==> src/rtl/i2c_rb_master_if.sv <==
// Request/response handshake and open-drain I2C pad signals for i2c_rb_master.
// The master modport is the controller's view; the slave modport is the
// requester/pad-side view (request inputs driven, status and drives observed).
interface i2c_rb_master_if;
    logic       start;
    logic       rw;
    logic [6:0] dev_addr;
    logic [7:0] reg_addr;
    logic [7:0] wdata;
    logic [7:0] rdata;
    logic       busy;
    logic       done;
    logic       ack_err;
    logic       scl_out;
    logic       scl_in;
    logic       sda_out;
    logic       sda_in;

    modport master (
        input  start, rw, dev_addr, reg_addr, wdata, scl_in, sda_in,
        output rdata, busy, done, ack_err, scl_out, sda_out
    );

    modport slave (
        output start, rw, dev_addr, reg_addr, wdata, scl_in, sda_in,
        input  rdata, busy, done, ack_err, scl_out, sda_out
    );
endinterface

==> src/rtl/i2c_rb_master.sv <==
// Single-register I2C master: one register write or one register read
// (with repeated START) per start request. Each bit is four quarters of
// CLK_DIV+1 clk; SCL low in Q0/Q1, released in Q2/Q3, SDA changes at Q0 start,
// SDA sampled on the last cycle of Q2. scl_out/sda_out are open-drain
// enables: 0 pulls the line low, 1 releases it.
//
// state  | meaning
// IDLE   | lines released, waiting for start
// START  | START (or the START half of a repeated START), 4 quarters
// TXBYTE | shifting out shreg MSB first, 8 bits
// RXACK  | target ACK bit; NACK aborts to STOP
// RSTART | release SDA, then SCL, before the repeated START
// RXBYTE | shifting in the read data byte, 8 bits
// TXNACK | master NACK after the read byte (SDA released)
// STOP   | SDA low/SCL low, SCL release, SDA release (3 quarters)
// DONE   | one-cycle done pulse, rdata updated on the way in
module i2c_rb_master #(
    parameter int unsigned CLK_DIV = 63
) (
    input logic               clk,
    input logic               resetb,
    i2c_rb_master_if.master   bus
);

    localparam int QW = (CLK_DIV > 0) ? $clog2(CLK_DIV + 1) : 1;
    localparam logic [QW-1:0] QRELOAD = QW'(CLK_DIV);

    typedef enum logic [3:0] {
        IDLE, START, TXBYTE, RXACK, RSTART, RXBYTE, TXNACK, STOP, DONE
    } state_t;

    state_t        state_q, state_d;
    logic [QW-1:0] qcnt_q, qcnt_d;
    logic [1:0]    quarter_q, quarter_d;
    logic [2:0]    bitcnt_q, bitcnt_d;
    logic [1:0]    byte_q, byte_d;
    logic [7:0]    shreg_q, shreg_d;
    logic          rw_q, rw_d;
    logic [6:0]    dev_q, dev_d;
    logic [7:0]    reg_q, reg_d;
    logic [7:0]    wdata_q, wdata_d;
    logic [7:0]    rdata_q, rdata_d;
    logic          ack_err_q, ack_err_d;

    logic scl_drv;
    logic sda_drv;
    logic stretch;
    logic q_end;

    // Line drives decoded from state and quarter; everything decoded is registered.
    always_comb begin
        scl_drv = 1'b1;
        sda_drv = 1'b1;
        case (state_q)
            START: begin
                scl_drv = (quarter_q != 2'd3);
                sda_drv = (quarter_q < 2'd2);
            end
            TXBYTE: begin
                scl_drv = quarter_q[1];
                sda_drv = shreg_q[7];
            end
            RXACK, RXBYTE, TXNACK: begin
                scl_drv = quarter_q[1];
                sda_drv = 1'b1;
            end
            RSTART: begin
                scl_drv = (quarter_q != 2'd0);
                sda_drv = 1'b1;
            end
            STOP: begin
                scl_drv = (quarter_q != 2'd0);
                sda_drv = (quarter_q == 2'd2);
            end
            default: begin
                scl_drv = 1'b1;
                sda_drv = 1'b1;
            end
        endcase
    end

    // A released SCL still held low by a target freezes the quarter timer.
    assign stretch = scl_drv & ~bus.scl_in;
    assign q_end   = (qcnt_q == '0) && !stretch;

    // Next-state, quarter timer, shift register and status updates.
    always_comb begin
        state_d   = state_q;
        qcnt_d    = qcnt_q;
        quarter_d = quarter_q;
        bitcnt_d  = bitcnt_q;
        byte_d    = byte_q;
        shreg_d   = shreg_q;
        rw_d      = rw_q;
        dev_d     = dev_q;
        reg_d     = reg_q;
        wdata_d   = wdata_q;
        rdata_d   = rdata_q;
        ack_err_d = ack_err_q;

        if (state_q != IDLE && state_q != DONE && !stretch) begin
            qcnt_d = (qcnt_q == '0) ? QRELOAD : qcnt_q - 1'b1;
        end
        if (q_end) begin
            quarter_d = quarter_q + 2'd1;
        end

        case (state_q)
            IDLE: begin
                if (bus.start) begin
                    rw_d      = bus.rw;
                    dev_d     = bus.dev_addr;
                    reg_d     = bus.reg_addr;
                    wdata_d   = bus.wdata;
                    shreg_d   = {bus.dev_addr, 1'b0};
                    ack_err_d = 1'b0;
                    byte_d    = 2'd0;
                    bitcnt_d  = 3'd0;
                    qcnt_d    = QRELOAD;
                    quarter_d = 2'd0;
                    state_d   = START;
                end
            end
            START: begin
                if (q_end && quarter_q == 2'd3) begin
                    bitcnt_d = 3'd0;
                    state_d  = TXBYTE;
                end
            end
            TXBYTE: begin
                if (q_end && quarter_q == 2'd3) begin
                    shreg_d  = {shreg_q[6:0], 1'b0};
                    bitcnt_d = bitcnt_q + 3'd1;
                    if (bitcnt_q == 3'd7) begin
                        state_d = RXACK;
                    end
                end
            end
            RXACK: begin
                if (q_end && quarter_q == 2'd2 && bus.sda_in) begin
                    ack_err_d = 1'b1;
                end
                if (q_end && quarter_q == 2'd3) begin
                    bitcnt_d = 3'd0;
                    if (ack_err_q) begin
                        state_d = STOP;
                    end else begin
                        case (byte_q)
                            2'd0: begin
                                shreg_d = reg_q;
                                byte_d  = 2'd1;
                                state_d = TXBYTE;
                            end
                            2'd1: begin
                                byte_d = 2'd2;
                                if (rw_q) begin
                                    shreg_d = {dev_q, 1'b1};
                                    state_d = RSTART;
                                end else begin
                                    shreg_d = wdata_q;
                                    state_d = TXBYTE;
                                end
                            end
                            default: begin
                                state_d = rw_q ? RXBYTE : STOP;
                            end
                        endcase
                    end
                end
            end
            RSTART: begin
                if (q_end && quarter_q == 2'd1) begin
                    quarter_d = 2'd0;
                    state_d   = START;
                end
            end
            RXBYTE: begin
                if (q_end && quarter_q == 2'd2) begin
                    shreg_d = {shreg_q[6:0], bus.sda_in};
                end
                if (q_end && quarter_q == 2'd3) begin
                    bitcnt_d = bitcnt_q + 3'd1;
                    if (bitcnt_q == 3'd7) begin
                        state_d = TXNACK;
                    end
                end
            end
            TXNACK: begin
                if (q_end && quarter_q == 2'd3) begin
                    state_d = STOP;
                end
            end
            STOP: begin
                if (q_end && quarter_q == 2'd2) begin
                    quarter_d = 2'd0;
                    state_d   = DONE;
                    // shreg only holds received data after a clean read.
                    if (rw_q && !ack_err_q) begin
                        rdata_d = shreg_q;
                    end
                end
            end
            DONE: begin
                state_d = IDLE;
            end
            default: begin
                state_d = IDLE;
            end
        endcase
    end

    // State and datapath registers with synchronous active-low reset.
    always_ff @(posedge clk) begin
        if (!resetb) begin
            state_q   <= IDLE;
            qcnt_q    <= '0;
            quarter_q <= 2'd0;
            bitcnt_q  <= 3'd0;
            byte_q    <= 2'd0;
            shreg_q   <= 8'd0;
            rw_q      <= 1'b0;
            dev_q     <= 7'd0;
            reg_q     <= 8'd0;
            wdata_q   <= 8'd0;
            rdata_q   <= 8'd0;
            ack_err_q <= 1'b0;
        end else begin
            state_q   <= state_d;
            qcnt_q    <= qcnt_d;
            quarter_q <= quarter_d;
            bitcnt_q  <= bitcnt_d;
            byte_q    <= byte_d;
            shreg_q   <= shreg_d;
            rw_q      <= rw_d;
            dev_q     <= dev_d;
            reg_q     <= reg_d;
            wdata_q   <= wdata_d;
            rdata_q   <= rdata_d;
            ack_err_q <= ack_err_d;
        end
    end

    assign bus.scl_out = scl_drv;
    assign bus.sda_out = sda_drv;
    assign bus.busy    = (state_q != IDLE);
    assign bus.done    = (state_q == DONE);
    assign bus.rdata   = rdata_q;
    assign bus.ack_err = ack_err_q;

endmodule

==> src/flat_wrapper.sv <==
// flat-port wrapper written by rule: the top's interface ports become plain ports
module i2c_rb_master_flat 
#(
    parameter int unsigned CLK_DIV = 63
)
  (clk, resetb, bus_start, bus_rw, bus_dev_addr, bus_reg_addr, bus_wdata, bus_scl_in, bus_sda_in, bus_rdata, bus_busy, bus_done, bus_ack_err, bus_scl_out, bus_sda_out);
  i2c_rb_master_if bus_i ();
  input logic clk;
  input logic resetb;
  input wire logic [$bits(bus_i.start)-1:0] bus_start;
  input wire logic [$bits(bus_i.rw)-1:0] bus_rw;
  input wire logic [$bits(bus_i.dev_addr)-1:0] bus_dev_addr;
  input wire logic [$bits(bus_i.reg_addr)-1:0] bus_reg_addr;
  input wire logic [$bits(bus_i.wdata)-1:0] bus_wdata;
  input wire logic [$bits(bus_i.scl_in)-1:0] bus_scl_in;
  input wire logic [$bits(bus_i.sda_in)-1:0] bus_sda_in;
  output wire logic [$bits(bus_i.rdata)-1:0] bus_rdata;
  output wire logic [$bits(bus_i.busy)-1:0] bus_busy;
  output wire logic [$bits(bus_i.done)-1:0] bus_done;
  output wire logic [$bits(bus_i.ack_err)-1:0] bus_ack_err;
  output wire logic [$bits(bus_i.scl_out)-1:0] bus_scl_out;
  output wire logic [$bits(bus_i.sda_out)-1:0] bus_sda_out;
  assign bus_i.start = bus_start;
  assign bus_i.rw = bus_rw;
  assign bus_i.dev_addr = bus_dev_addr;
  assign bus_i.reg_addr = bus_reg_addr;
  assign bus_i.wdata = bus_wdata;
  assign bus_i.scl_in = bus_scl_in;
  assign bus_i.sda_in = bus_sda_in;
  assign bus_rdata = bus_i.rdata;
  assign bus_busy = bus_i.busy;
  assign bus_done = bus_i.done;
  assign bus_ack_err = bus_i.ack_err;
  assign bus_scl_out = bus_i.scl_out;
  assign bus_sda_out = bus_i.sda_out;
  i2c_rb_master #(.CLK_DIV(CLK_DIV)) u_core (.clk(clk), .resetb(resetb), .bus(bus_i));
endmodule
==> config.mk <==
export PLATFORM = sky130hd
export DESIGN_NAME = i2c_rb_master_flat
export DESIGN_NICKNAME = d
export VERILOG_FILES = /design/src/rtl/i2c_rb_master_if.sv /design/src/rtl/i2c_rb_master.sv /design/src/flat_wrapper.sv
export SDC_FILE = /design/constraint.sdc
export NUM_CORES = 1
export LEC_CHECK = 0
export ABC_AREA = 1
export ABC_CLOCK_PERIOD_IN_PS = 2600
export BUFFER_PORTS_ARGS = -buffer_cell sky130_fd_sc_hd__buf_4
export CORE_AREA = 4 4 99 101
export CTS_CLUSTER_SIZE = 14
export DETAILED_ROUTE_END_ITERATION = 12
export DIE_AREA = 0 0 103 105
export SYNTH_ARGS = -nofsm -noshare
export SYNTH_HDL_FRONTEND = slang
export SYNTH_SLANG_ARGS = --single-unit
==> constraint.sdc <==
create_clock -name clk -period 2.6 [get_ports clk]
set_clock_uncertainty 0.1 [all_clocks]
set_input_delay 0.13 -clock clk [delete_from_list [all_inputs] [get_ports clk]]
set_output_delay 0.13 -clock clk [all_outputs]
set_load 0.01 [all_outputs]
# ---- Word-level counts from Yosys, hierarchy flattened
# Index checks and enable logic that the tools add are counted.
dict set report op_classes {
  n_eq_ne 31
  mux 46
  n_mul 0
  div_mod_pow 0
  magnitude_cmp 1
  n_reduce_logical 29
  shifts 0
  bitwise_logic 2
  addsub 3
}
# operator n
set ops {}
lappend ops {{8-bit 2-to-1 mux} 6}
lappend ops {{4-bit 2-to-1 mux} 11}
lappend ops {{4-bit case mux with 8 select lines} 1}
lappend ops {{8-bit case mux with 4 select lines} 1}
lappend ops {{2-bit by 1-bit inequality test with 1-bit output (second input constant)} 13}
lappend ops {{6-bit 2-to-1 mux} 4}
lappend ops {{4-bit by 3-bit == test with 1-bit output (second input constant)} 4}
lappend ops {{2-bit 2-to-1 mux} 8}
lappend ops {{8-bit case mux with 2 select lines} 1}
lappend ops {{3-bit 2-to-1 mux} 4}
lappend ops {{10-bit AND reduction} 1}
lappend ops {{3-bit case mux with 3 select lines} 1}
lappend ops {{4-bit by 2-bit == test with 1-bit output (second input constant)} 2}
lappend ops {{1-bit logical AND} 8}
lappend ops {{2-bit case mux with 2 select lines} 2}
lappend ops {{4-bit case mux with 2 select lines} 1}
lappend ops {{4-bit nonzero test} 2}
lappend ops {{7-bit AND reduction} 1}
lappend ops {{6-bit logical NOT} 1}
lappend ops {{2-bit inequality test (second input constant)} 3}
lappend ops {{1-bit case mux with 3 select lines} 2}
lappend ops {{2-bit case mux with 3 select lines} 1}
lappend ops {{3-bit AND reduction} 2}
lappend ops {{2-bit OR reduction} 3}
lappend ops {{24 further kinds} 29}
dict set report totals {
  output_inout_bits 13
  latch_bits 0
  elab_cells 124
  mem_bits_rw 0
  ff_bits 58
  romBits 0
  memories 0
  inputBits 29
}

# ---- Longest topological paths before layout
# Gate-level depths: netlist of the first run.
dict set report depth {
  ltp_word 10
  ltp_mapped 15
  depth_no_buf 15
}

# ---- Worst setup path before layout of the first run
# No wires, ideal clock.
dict set report synth_path {
  path_kind {flip-flop to flip-flop}
  startpoint {reg u_core.quarter_q[1]}
  endpoint {reg u_core.shreg_q[0]}
  stages_incl_launch_ff 14
  t_arrival_ns 1.617
  setup_time_ns 0.113
  synth_period_minus_slack_ns 1.829
  t_required_ns 2.387
  path_buffers 0
  setup_slack_ns 0.771
  cell_sequence {dfxtp_1 -> ha_1 -> nand3b_1 -> nand2_1 -> clkinv_2 -> nand3_4 -> nand2_4 -> nand3_2 -> nand2_1 -> nand3_1 -> nor2_2 -> nand2_1 -> nand2_1 -> nor2_1}
}
dict set report synth_via {
  elab_chain_len 8
  elab_cells_between_ends 14
  cone_classes {6 x eq/ne; 1 x mux; 1 x bitwise; 6 x reduce/logical}
}
# element line
set synth_lines {}
lappend synth_lines {{start: declaration} i2c_rb_master.sv:34} ;# logic [1:0] quarter_q, quarter_d;
lappend synth_lines {{start signal: assignment} i2c_rb_master.sv:230} ;# quarter_q <= quarter_d;
lappend synth_lines {{2-bit inequality test / 2-bit nonzero test (equally long branches)} {i2c_rb_master.sv:56, i2c_rb_master.sv:68, i2c_rb_master.sv:72}}
lappend synth_lines {{1-bit case mux with 3 select lines (*)} i2c_rb_master.sv:54} ;# case (state_q)
lappend synth_lines {{via bus_scl_out} flat_wrapper.sv:21} ;# output wire logic [$bits(bus_i.scl_out)-1:0] bus_scl_out;
lappend synth_lines {{1-bit AND (*)} i2c_rb_master.sv:83} ;# assign stretch = scl_drv & ~bus.scl_in;
lappend synth_lines {{1-bit logical NOT (*)} i2c_rb_master.sv:84} ;# assign q_end = (qcnt_q == '0) && !stretch;
lappend synth_lines {{1-bit logical AND (*)} i2c_rb_master.sv:84}
lappend synth_lines {{1-bit logical AND (on tied branches)} {i2c_rb_master.sv:178, i2c_rb_master.sv:131, i2c_rb_master.sv:143}}
lappend synth_lines {{2-bit by 1-bit inequality test with 1-bit output (no source line)} n/a}
lappend synth_lines {{7-bit AND reduction (no source line) (*)} n/a}
lappend synth_lines {{end signal: assignment} i2c_rb_master.sv:233} ;# shreg_q <= shreg_d;
lappend synth_lines {{end: declaration} i2c_rb_master.sv:37} ;# logic [7:0] shreg_q, shreg_d;
# The timed path passes the listed nets; every way through them passes the cells marked *.
# A chain may end at the register's enable or synchronous reset.

# ---- Worst setup path in the final report of the first run
dict set report layout_path {
  startpoint {reg u_core.state_q[0]}
  endpoint {reg u_core.shreg_q[2]}
}
dict set report layout_via {
  elab_chain_len 9
  elab_cells_between_ends 25
  cone_classes {13 x eq/ne; 2 x mux; 1 x bitwise; 9 x reduce/logical}
}
# element line
set layout_lines {}
lappend layout_lines {{start: declaration} i2c_rb_master.sv:32} ;# state_t state_q, state_d;
lappend layout_lines {{start signal: assignment} i2c_rb_master.sv:228} ;# state_q <= state_d;
lappend layout_lines {{4-bit by 2-bit == test with 1-bit output (tied with other cells)} {i2c_rb_master.sv:54, i2c_rb_master.sv:108}}
lappend layout_lines {{4-bit OR reduction (no source line) / 2-bit OR reduction (equally long branches)} n/a}
lappend layout_lines {{1-bit case mux with 3 select lines} i2c_rb_master.sv:54}
lappend layout_lines {{1-bit AND} i2c_rb_master.sv:83}
lappend layout_lines {{1-bit logical NOT} i2c_rb_master.sv:84}
lappend layout_lines {{1-bit logical AND} i2c_rb_master.sv:84}
lappend layout_lines {{1-bit logical AND (on tied branches)} {i2c_rb_master.sv:178, i2c_rb_master.sv:131, i2c_rb_master.sv:143}}
lappend layout_lines {{2-bit by 1-bit inequality test with 1-bit output (no source line)} n/a}
lappend layout_lines {{7-bit AND reduction (no source line)} n/a}
# Parallel ways exist; a longest one is shown, timed or not.

==> results.py, run 1 <==
metrics = {
    "status": {
        "status": "completed",
    },
    "timing": {
        "hold_violations": 0,
        "worst_hold_slack_ns": 0.0245,
        "period_needed_ns": 2.14,
        "worst_pin_slew_ns": 0.920,
        "tns_ns": 0,
        "setup_viol": 0,
        "rsz0062_at_grt": "no",
        "worst_slack_ns": 0.457,
        "relSlewSlack": 0.386,
        "post-route-period-util": 0.824,
        "slew_viol_final": 0,
        "fmax_mhz": 467,
    },
    "clock_network": {
        "htreeDepth": 3,
        "numCtsBuffers": 9,
        "clk_pin_slew_ns": 0.07,
        "cts.sinks": 58,
        "clock_path_buffers": 2,
        "root_buffer": "clkbuf_8",
        "cts_tree": "built",
        "clk_latency_ns": 0.34,
    },
    "finish": {
        "area_delta_synth_final_pct": 26.7,
        "drive_gt1_frac": 0.191,
        "fin_cells": 629,
        "final_cell_mix": "85 x nand2_1, 82 x nor2_1, 58 x dfxtp_1",
        "num-nets-final": 550,
        "final_common_cell": "nand2_1",
        "antenna_cells_inserted": 0,
    },
    "floorplanning": {
        "die_h_um": 105,
        "io_pins": 42,
        "initial_core_util": 0.341,
        "core_sq_mm": 0.00902,
        "die-area_sq_mm": 0.0108,
        "rows": 35,
        "die_w_um": 103,
    },
    "pwr": {
        "irDropWorstVdd_uv": 390,
        "p_leak_uw": 0.00179,
        "pwr_density_cell_mw_per_mm2": 1050,
        "finalPower_uw": 4090,
    },
    "yosys": {
        "ys_top_cells_by_area": "dfxtp_1 38%, nand2_1 10%, nor2_1 10%",
        "synth_nets": 484,
        "synth_flop_cell": "dfxtp_1",
        "ys_seq_area_frac": 0.377,
        "synth_top_area_share": 0.377,
        "yosysTopAreaCell": "dfxtp_1",
        "synth-async-reset-ratio": 0,
        "synth_edf_count": 0,
        "ys_seq_elements": 58,
        "syn_inst": 448,
        "synth_cell_types": 41,
        "avgSynthCellArea_sq_um": 6.87,
        "netlist_area_sq_mm": 0.00308,
        "synth_warnings": 0,
    },
    "placement": {
        "hpwl_um": 5440,
        "place_inst": 590,
        "gp_congestion": 0.857,
        "dp_slack_ns": 0.481,
        "io_buffers": 41,
    },
    "setup_path": {
        "cp_cell_sequence": "inv_1 > nor2_2 > nand2_2 > inv_2 > nor2_1 > a31oi_1 > nand3_1 > nor2_2 > nand2_1 > nand2_1 > nor2_1",
        "r2r_start": "u_core.state_q[0]",
        "cp-end-kind": "flip-flop",
        "slowest_delay_ns": 0.47,
        "cpMaxStageDelayCell": "dfxtp_1",
        "crit_type": "flip-flop to flip-flop",
        "cp-start-kind": "flip-flop",
        "crit_path_max_fanout": 7,
        "critPathLaunch": "u_core.state_q[0]",
        "crit_arrival_ns": 2.27,
        "cp.required_ns": 2.73,
    },
    "route": {
        "routed_wl_um": 7730,
        "vias": 2958,
        "vias_per_cell": 4.70,
        "dr.pass1.iters": 4,
        "drc_errors": 0,
        "drtAntennaViolNets": 0,
        "drt_iter0_drc": 168,
        "wl_per_cell_um": 12.3,
    },
    "global_routing": {
        "track_usage": 0.148,
        "grt_pass1_vias": 2640,
        "gr-total-overflow": 0,
        "grt_pass1_wl_um": 12700,
        "grt_max_degree": 49,
        "antenna_found_initial": 0,
    },
    "min_path": {
        "worstHoldStart": "bus_sda_in",
        "holdCritPathClass": "primary input to flip-flop",
    },
    "run": {
        "cap_violations": 0,
    },
}
final timing paths:
check                   endpoint  slack (ns)  depth (start not counted)
min           u_core.bus.ack_err        0.02                          3
min reg2reg  u_core.bus.rdata[0]        0.34                          2
max            u_core.shreg_q[2]        0.46                         11
max reg2reg    u_core.shreg_q[2]        0.46                         11
cell families after synthesis:
kind of cell / Yosys count / share of synthesized area
AND/OR/NAND/NOR: 209 / 0.312
flip-flops: 58 / 0.377
XOR/XNOR: 2 / 0.00569
multiplexers: 1 / 0.00325
AO/OA/AOI/OAI: 100 / 0.180
buffers and inverters: 71 / 0.0931
adder cells (fa/ha/maj): 7 / 0.0285
sequential cells by signal, summed over array words and instances, names as in the netlist, 2 cells and up:
register,cells
u_core.reg_q,8
u_core.bus.rdata,8
u_core.state_q,4
u_core.bitcnt_q,3
u_core.wdata_q,8
u_core.dev_q,7
u_core.qcnt_q,6
u_core.quarter_q,2
u_core.byte_q,2
u_core.shreg_q,8
layer usage:
layer	GRT usage	vias to the layer above	share of wire
met3	0.0280	18	0.053
met5	0	-	0
li1	-	1559	-
met1	0.205	1302	0.47
met4	0.0722	0	0.030
met2	0.218	79	0.44
synthesized netlist by cell type (3+ instances only):
cell / instances
inv_1: 49
inv_2: 8
nand3_2: 3
nand2_2: 7
nor2_2: 7
dfxtp_1: 58
o21ai_0: 40
buf_4: 3
a211oi_1: 3
a21oi_1: 42
clkbuf_1: 8
nand3b_1: 3
ha_1: 7
nor2_1: 82
nand2_1: 85
nand2_4: 3
nand3_1: 10
area by class of cell:
cell class              instances  area, sq um
clock inverters                 6         58.8
multi-input cells             319         1630
flip-flops and latches         58         1160
well taps                     111          139
clock buffers                   9          124
fillers                       944         5120
repair buffers                 67          563
inverters                      59          223
power breakdown:
part	internal [uW]	switching [uW]
Combinational	718	1260
Sequential	1130	182
Clock	432	371
per-stage QoR:
| stage | utilization | instance area (sq um) |
|---|---|---|
| 3_5_place_dp | 0.385 | 3480 |
| 3_3_place_gp | 0.385 | 3480 |
| 4_1_cts | 0.432 | 3900 |
| 2_1_floorplan | - | 3080 |
| 5_1_grt | 0.432 | 3900 |
| 6_report | 0.432 | 3900 |
worst max-delay path, delay by kind of cell, from the launching register on:
kind                   cells  cell delay (ns)
AO/OA/AOI/OAI              1             0.29
buffers and inverters      2             0.21
flip-flops                 1             0.47
AND/OR/NAND/NOR            8             0.96
repair_timing:
action | in CTS | in global routing
setup buffers | 0 | 0
hold endpoints to repair | 24 | 0
hold buffers | 24 | 0
resized for setup | 0 | 0
setup endpoints to repair | 0 | 0
(Power assumes the default switching activity.)
==> inputs of run 2 (changes only) <==
Settings changed: ABC_AREA 1 to 0, ABC_CLOCK_PERIOD_IN_PS 2600 to 2000, CORE_AREA 4 4 99 101 to 4 4 100 102, DIE_AREA 0 0 103 105 to 0 0 104 106.
Clock period 2.6 ns to 2 ns, I/O delays scaled along.
==> run 2 against run 1 <==
  * The run now ends with negative setup slack left
  * Sequential share of layout area decreased by 4.7 points
  * Total power increased by 28%
  * Highest routed layer unchanged
  * Maximum frequency decreased by 10%
  * Worst hold slack improved by 0.052 ns
  * Global-route usage increased by 1.7 points
  * Largest power group unchanged
  * Sequential power increased by 21%
==> results.py, run 2 <==
metrics = {
    "status": {
        "status": "complete, but fails checks",
        "violations": "negative setup slack",
    },
    "timing": {
        "fmax_mhz": 420,
        "slew_viol_final": 0,
        "rsz0062_at_grt": "yes",
        "tns_ns": -8.77,
        "worst_pin_slew_ns": 0.514,
        "period_needed_ns": 2.38,
        "relSlewSlack": 0.656,
        "worst_slack_ns": -0.382,
        "setup_viol": 28,
        "hold_violations": 0,
        "post-route-period-util": 1.19,
    },
    "floorplanning": {
        "rows": 35,
        "die_w_um": 104,
        "die-area_sq_mm": 0.0110,
        "initial_core_util": 0.341,
        "core_sq_mm": 0.00911,
        "io_pins": 42,
        "die_h_um": 106,
    },
    "finish": {
        "post-route-cell-area_sq_mm": 0.00469,
        "num-nets-final": 534,
        "nFillCells": 822,
        "drive_gt1_frac": 0.349,
        "area_delta_synth_final_pct": 50.9,
        "final_cell_mix": "92 x buf_4, 81 x nand2_1, 51 x dfxtp_1",
        "final_util": 0.515,
        "final_common_cell": "buf_4",
        "antenna_cells_inserted": 0,
    },
    "pwr": {
        "finalPower_uw": 5240,
        "irDropWorstVdd_uv": 434,
        "p_comb_frac": 0.490,
        "p_leak_uw": 0.00193,
        "p_switching_uw": 1970,
        "pwr-share-seq": 0.302,
        "internal_power_uw": 3280,
        "p_clk_frac": 0.208,
        "sw_frac_of_total": 0.375,
        "pwr_density_cell_mw_per_mm2": 1120,
    },
    "clock_network": {
        "clk_pin_slew_ns": 0.07,
        "clock_path_buffers": 2,
        "clk_latency_ns": 0.35,
        "root_buffer": "clkbuf_8",
        "cts_tree": "built",
        "htreeDepth": 3,
        "numCtsBuffers": 9,
        "cts.sinks": 58,
    },
    "route": {
        "vias_per_cell": 5.13,
        "drc_errors": 0,
        "routed_wl_um": 9510,
        "vias": 3145,
        "wl_per_cell_um": 15.5,
        "drt_iter0_drc": 181,
        "dr.pass1.iters": 7,
        "drtAntennaViolNets": 0,
    },
    "placement": {
        "dp_slack_ns": -0.435,
        "gp_congestion": 0.861,
        "placed_area_sq_mm": 0.00381,
        "io_buffers": 41,
        "hpwl_um": 6120,
    },
    "yosys": {
        "syn_inst": 382,
        "synth_edf_count": 0,
        "synth_cell_types": 57,
        "ys_top_cells_by_area": "dfxtp_1 37%, nand2_1 10%, mux2i_1 9.7%",
        "synth_flop_cell": "dfxtp_1",
        "avgSynthCellArea_sq_um": 8.13,
        "yosysMostFrequentCell": "nand2_1",
        "ys_seq_elements": 58,
        "synth_warnings": 0,
        "synth-async-reset-ratio": 0,
        "yosys-top-cells-count": "86 x nand2_1, 58 x dfxtp_1, 37 x a21oi_1",
        "synth_top_area_share": 0.374,
        "yosysTopAreaCell": "dfxtp_1",
        "synth_nets": 418,
        "netlist_area_sq_mm": 0.00311,
        "ys_seq_area_frac": 0.374,
    },
    "setup_path": {
        "cp-end-kind": "flip-flop",
        "crit_arrival_ns": 2.52,
        "cp_cell_sequence": "inv_2 > ha_4 > or3b_4 > nor3_4 > buf_6 > buf_6 > o211ai_4 > buf_6 > a21oi_4 > o32ai_4 > buf_12 > mux2i_2",
        "crit_type": "flip-flop to flip-flop",
        "cpMaxStageDelayCell": "or3b_4",
        "path_buf_inv": 5,
        "crit_family": "buffers and inverters",
        "cp.depth": 12,
        "r2r_cells": 12,
        "crit_path_frequent_cell": "buf_6",
        "slowest_delay_ns": 0.38,
        "cp-start-kind": "flip-flop",
        "crit_path_max_fanout": 7,
        "cp.required_ns": 2.14,
    },
    "global_routing": {
        "track_usage": 0.165,
        "grt_pass1_wl_um": 14700,
        "antenna_found_initial": 0,
        "grt_max_degree": 33,
        "gr-total-overflow": 0,
        "grt_pass1_vias": 2994,
    },
    "run": {
        "cap_violations": 0,
    },
    "min_path": {
        "holdCritPathClass": "primary input to flip-flop",
        "whs_path_depth": 3,
    },
}
run 2: cell families (layout without fill, tap and decap cells):
group	after synthesis	count (layout)	share of synthesized area
AOI/OAI and AO/OA	94	94	0.222
xor gates and xnor gates	4	4	0.0113
adders and majority gates	7	7	0.0282
buffers and inverters	37	157	0.0520
DFF	58	58	0.374
muxes	31	31	0.100
and+or+nand+nor	151	151	0.212
run 2: power by group through the flow:
stage	clock network [uW]	logic, uW	registers, uW
CTS	1110	2220	1570
global route	1140	2780	1610
finish	1090	2570	1580
global placement	0	1920	1580
floorplan	0	1340	1510
detailed placement	0	1950	1580
run 2: path summary, 6_finish.rpt:
path / slack [ns] / to / from
setup reg to reg: -0.38 / u_core.shreg_q[5] / u_core.qcnt_q[1]
hold / removal: 0.08 / u_core.qcnt_q[1] / bus_start
setup / recovery: -0.38 / u_core.shreg_q[5] / u_core.qcnt_q[1]
hold reg to reg: 0.35 / u_core.dev_q[0] / u_core.dev_q[0]
run 2: what timing repair did:
item | in CTS | in global routing
endpoints found under the setup margin | 34 | 59
pin swaps | 13 | 12
setup buffers | 10 | 11
hold endpoints to repair | 24 | 0
gates resized for setup | 27 | 42
hold buffers | 24 | 0
run 2: area by class of cell:
type,count,area [sq um],share of cell area
Timing Repair Buffer,130,1110,0.237
Tap cell,111,139,0.0296
Clock buffer,10,138,0.0294
Inverter,12,50.0,0.0107
Multi-Input combinational cell,287,2020,0.431
Clock inverter,5,55.1,0.0117
Sequential cell,58,1180,0.251
run 2: per-stage QoR:
step,std cells,hold slack (ns)
2_1_floorplan,382,0.136
3_3_place_gp,555,0.253
3_5_place_dp,555,0.260
4_1_cts,604,0.0640
5_1_grt,613,0.0980
6_report,613,0.0761
run 2: worst reg2reg max path, stage by stage (launching register included):
cell and delay, ns:
dfxtp_2 0.32, inv_2 0.07, ha_4 0.12, or3b_4 0.38, nor3_4 0.17, buf_6 0.16
buf_6 0.10, o211ai_4 0.09, buf_6 0.17, a21oi_4 0.16, o32ai_4 0.12, buf_12 0.18
mux2i_2 0.14
run 2: layer usage:
metal / track usage / part of all wire / vias up
li1: - / - / 1564
met1: 0.200 / 0.43 / 1457
met2: 0.282 / 0.49 / 97
met3: 0.0231 / 0.054 / 27
met4: 0.0893 / 0.035 / 0
met5: 0 / 0 / -
==> inputs of run 3 (changes only) <==
Settings changed: SETUP_SLACK_MARGIN set to 0.15.
==> run 3 against run 2 <==
  * The flow still finishes with violations (negative setup slack)
  * Core utilization grew 0.44 points
  * Critical endpoint is now u_core.bus.rdata[7]
  * Total power rose by 1.4%
  * Cell area increased by 0.85%
  * Highest routed layer unchanged
  * Combinational power barely moved
  * Maximum frequency increased by 2.8%
  * Register-to-register slack gained 0.06 ns
  * First-iteration DRC count decreased by 28%
  * Non-clock buffer count fell by 7
  * Flip-flop and latch count unchanged
==> results.py, run 3 (synthesis results as in run 2) <==
metrics = {
    "clock_network": {
        "root_buffer": "clkbuf_8",
        "clk_latency_ns": 0.33,
        "cts.sinks": 58,
        "clk_pin_slew_ns": 0.06,
        "clock_path_buffers": 2,
        "htreeDepth": 3,
        "numCtsBuffers": 9,
        "cts_tree": "built",
    },
    "pwr": {
        "pwr_density_cell_mw_per_mm2": 1120,
        "p_leak_uw": 0.00196,
        "irDropWorstVdd_uv": 390,
    },
    "setup_path": {
        "cpMaxStageDelayCell": "a2111o_1",
        "cp.required_ns": 2.10,
        "crit_path_max_fanout": 8,
        "cp-end-kind": "flip-flop",
        "cp-start-kind": "flip-flop",
        "slowest_delay_ns": 0.44,
        "crit_path_frequent_cell": "buf_6",
        "crit_type": "flip-flop to flip-flop",
        "cp_cell_sequence": "inv_2 > ha_4 > or3b_4 > nor3_4 > buf_6 > nand2_4 > a2111o_1 > buf_6 > mux2i_1 > nor2_1",
        "crit_arrival_ns": 2.42,
    },
    "global_routing": {
        "antenna_found_initial": 0,
        "track_usage": 0.161,
        "grt_pass1_vias": 2979,
        "met2_usage": 0.274,
        "grt_max_degree": 40,
        "use_met1": 0.206,
        "gr-total-overflow": 0,
        "met3_usage": 0.0304,
        "grt_pass1_wl_um": 14500,
        "top_usage_layer": "met2",
    },
    "route": {
        "drc_errors": 0,
        "drt_iter0_drc": 130,
        "drtAntennaViolNets": 0,
        "wl_per_cell_um": 14.6,
        "vias_per_cell": 5.12,
        "dr.pass1.iters": 4,
        "routed_wl_um": 8850,
        "vias": 3107,
    },
    "floorplanning": {
        "initial_core_util": 0.341,
        "die_h_um": 106,
        "die_w_um": 104,
        "die-area_sq_mm": 0.0110,
        "core_sq_mm": 0.00911,
        "io_pins": 42,
        "rows": 35,
    },
    "placement": {
        "io_buffers": 41,
        "gp_congestion": 0.853,
        "dp_slack_ns": -0.396,
        "hpwl_um": 6120,
        "placed_area_sq_mm": 0.00385,
    },
    "finish": {
        "post-route-cell-area_sq_mm": 0.00473,
        "antenna_cells_inserted": 0,
        "final_common_cell": "buf_4",
        "nFillCells": 817,
        "drive_gt1_frac": 0.347,
        "final_util": 0.519,
        "area_delta_synth_final_pct": 52.2,
        "final_cell_mix": "81 x buf_4, 80 x nand2_1, 52 x dfxtp_1",
        "num-nets-final": 527,
    },
    "timing": {
        "fmax_mhz": 432,
        "tns_ns": -6.96,
        "worst_pin_slew_ns": 0.448,
        "rsz0062_at_grt": "yes",
        "relSlewSlack": 0.699,
        "setup_viol": 28,
        "post-route-period-util": 1.16,
        "hold_violations": 0,
        "period_needed_ns": 2.32,
        "worst_slack_ns": -0.317,
        "slew_viol_final": 0,
    },
    "status": {
        "violations": "negative setup slack",
        "status": "complete, but fails checks",
    },
    "run": {
        "cap_violations": 0,
    },
    "min_path": {
        "holdCritPathClass": "primary input to flip-flop",
    },
}
## run 3: cell types whose count changed in the layout (fill, tap and decap cells not counted), moves of 2 or more
cell     delta
buf_6       +3
o31ai_1     -2
buf_12      +2
buf_4      -11
## run 3: per-stage QoR
| step | cells | hold WS (ns) | power [uW] |
|---|---|---|---|
| floorplan | 382 | 0.136 | 2870 |
| global placement | 556 | 0.249 | 3570 |
| detailed placement | 556 | 0.255 | 3600 |
| CTS | 603 | 0.0463 | 5200 |
| global route | 607 | 0.0606 | 5640 |
| finish | 607 | 0.0662 | 5310 |
## run 3: cell type report
| type | count | area, sq um | area share |
|---|---|---|---|
| Inverter | 12 | 50.0 | 0.0106 |
| Clock inverter | 5 | 77.6 | 0.0164 |
| Tap cell | 111 | 139 | 0.0294 |
| Sequential cell | 58 | 1170 | 0.248 |
| Timing Repair Buffer | 123 | 1090 | 0.230 |
| Clock buffer | 11 | 141 | 0.0299 |
| Multi-Input combinational cell | 287 | 2060 | 0.436 |
## run 3: final timing paths
check	startpoint	to	slack (ns)	cells past startpoint
worst max-delay path	u_core.qcnt_q[0]	u_core.bus.rdata[7]	-0.32	10
worst min-delay path	resetb	u_core.qcnt_q[3]	0.07	2
worst max register to register	u_core.qcnt_q[0]	u_core.bus.rdata[7]	-0.32	10
worst min register to register	u_core.reg_q[0]	u_core.reg_q[0]	0.35	2
## run 3: power breakdown
part	internal [uW]	leakage, uW	total, uW	switching [uW]
clock	731	0.000109	1200	469
sequential	1380	0.000477	1550	174
combinational	1300	0.00137	2560	1260
total	3410	0.00196	5310	1900
## run 3: critical path, delay by kind of cell (launching register included)
family          cells  cell delay (ns)
simple gates        4             0.66
compound gates      1             0.44
buf+inv             3             0.40
flops               1             0.32
mux                 1             0.15
fa+ha+maj           1             0.13
## run 3: repair_timing
| item | 4_1_cts | 5_1_grt |
|---|---|---|
| resized for setup | 49 | 27 |
| setup buffers | 7 | 4 |
| setup endpoints to repair | 58 | 61 |
| pin swaps | 13 | 15 |
| hold buffers | 24 | 0 |
| endpoints found under the hold margin | 24 | 0 |
## run 3: metal layers
layer  part of all wire  vias up  routed length (um)
li1                   -     1555                   -
met2               0.49       74                4340
met5                  0        -                   0
met1               0.45     1470                4020
met4              0.012        0                 104
met3              0.043        8                 383
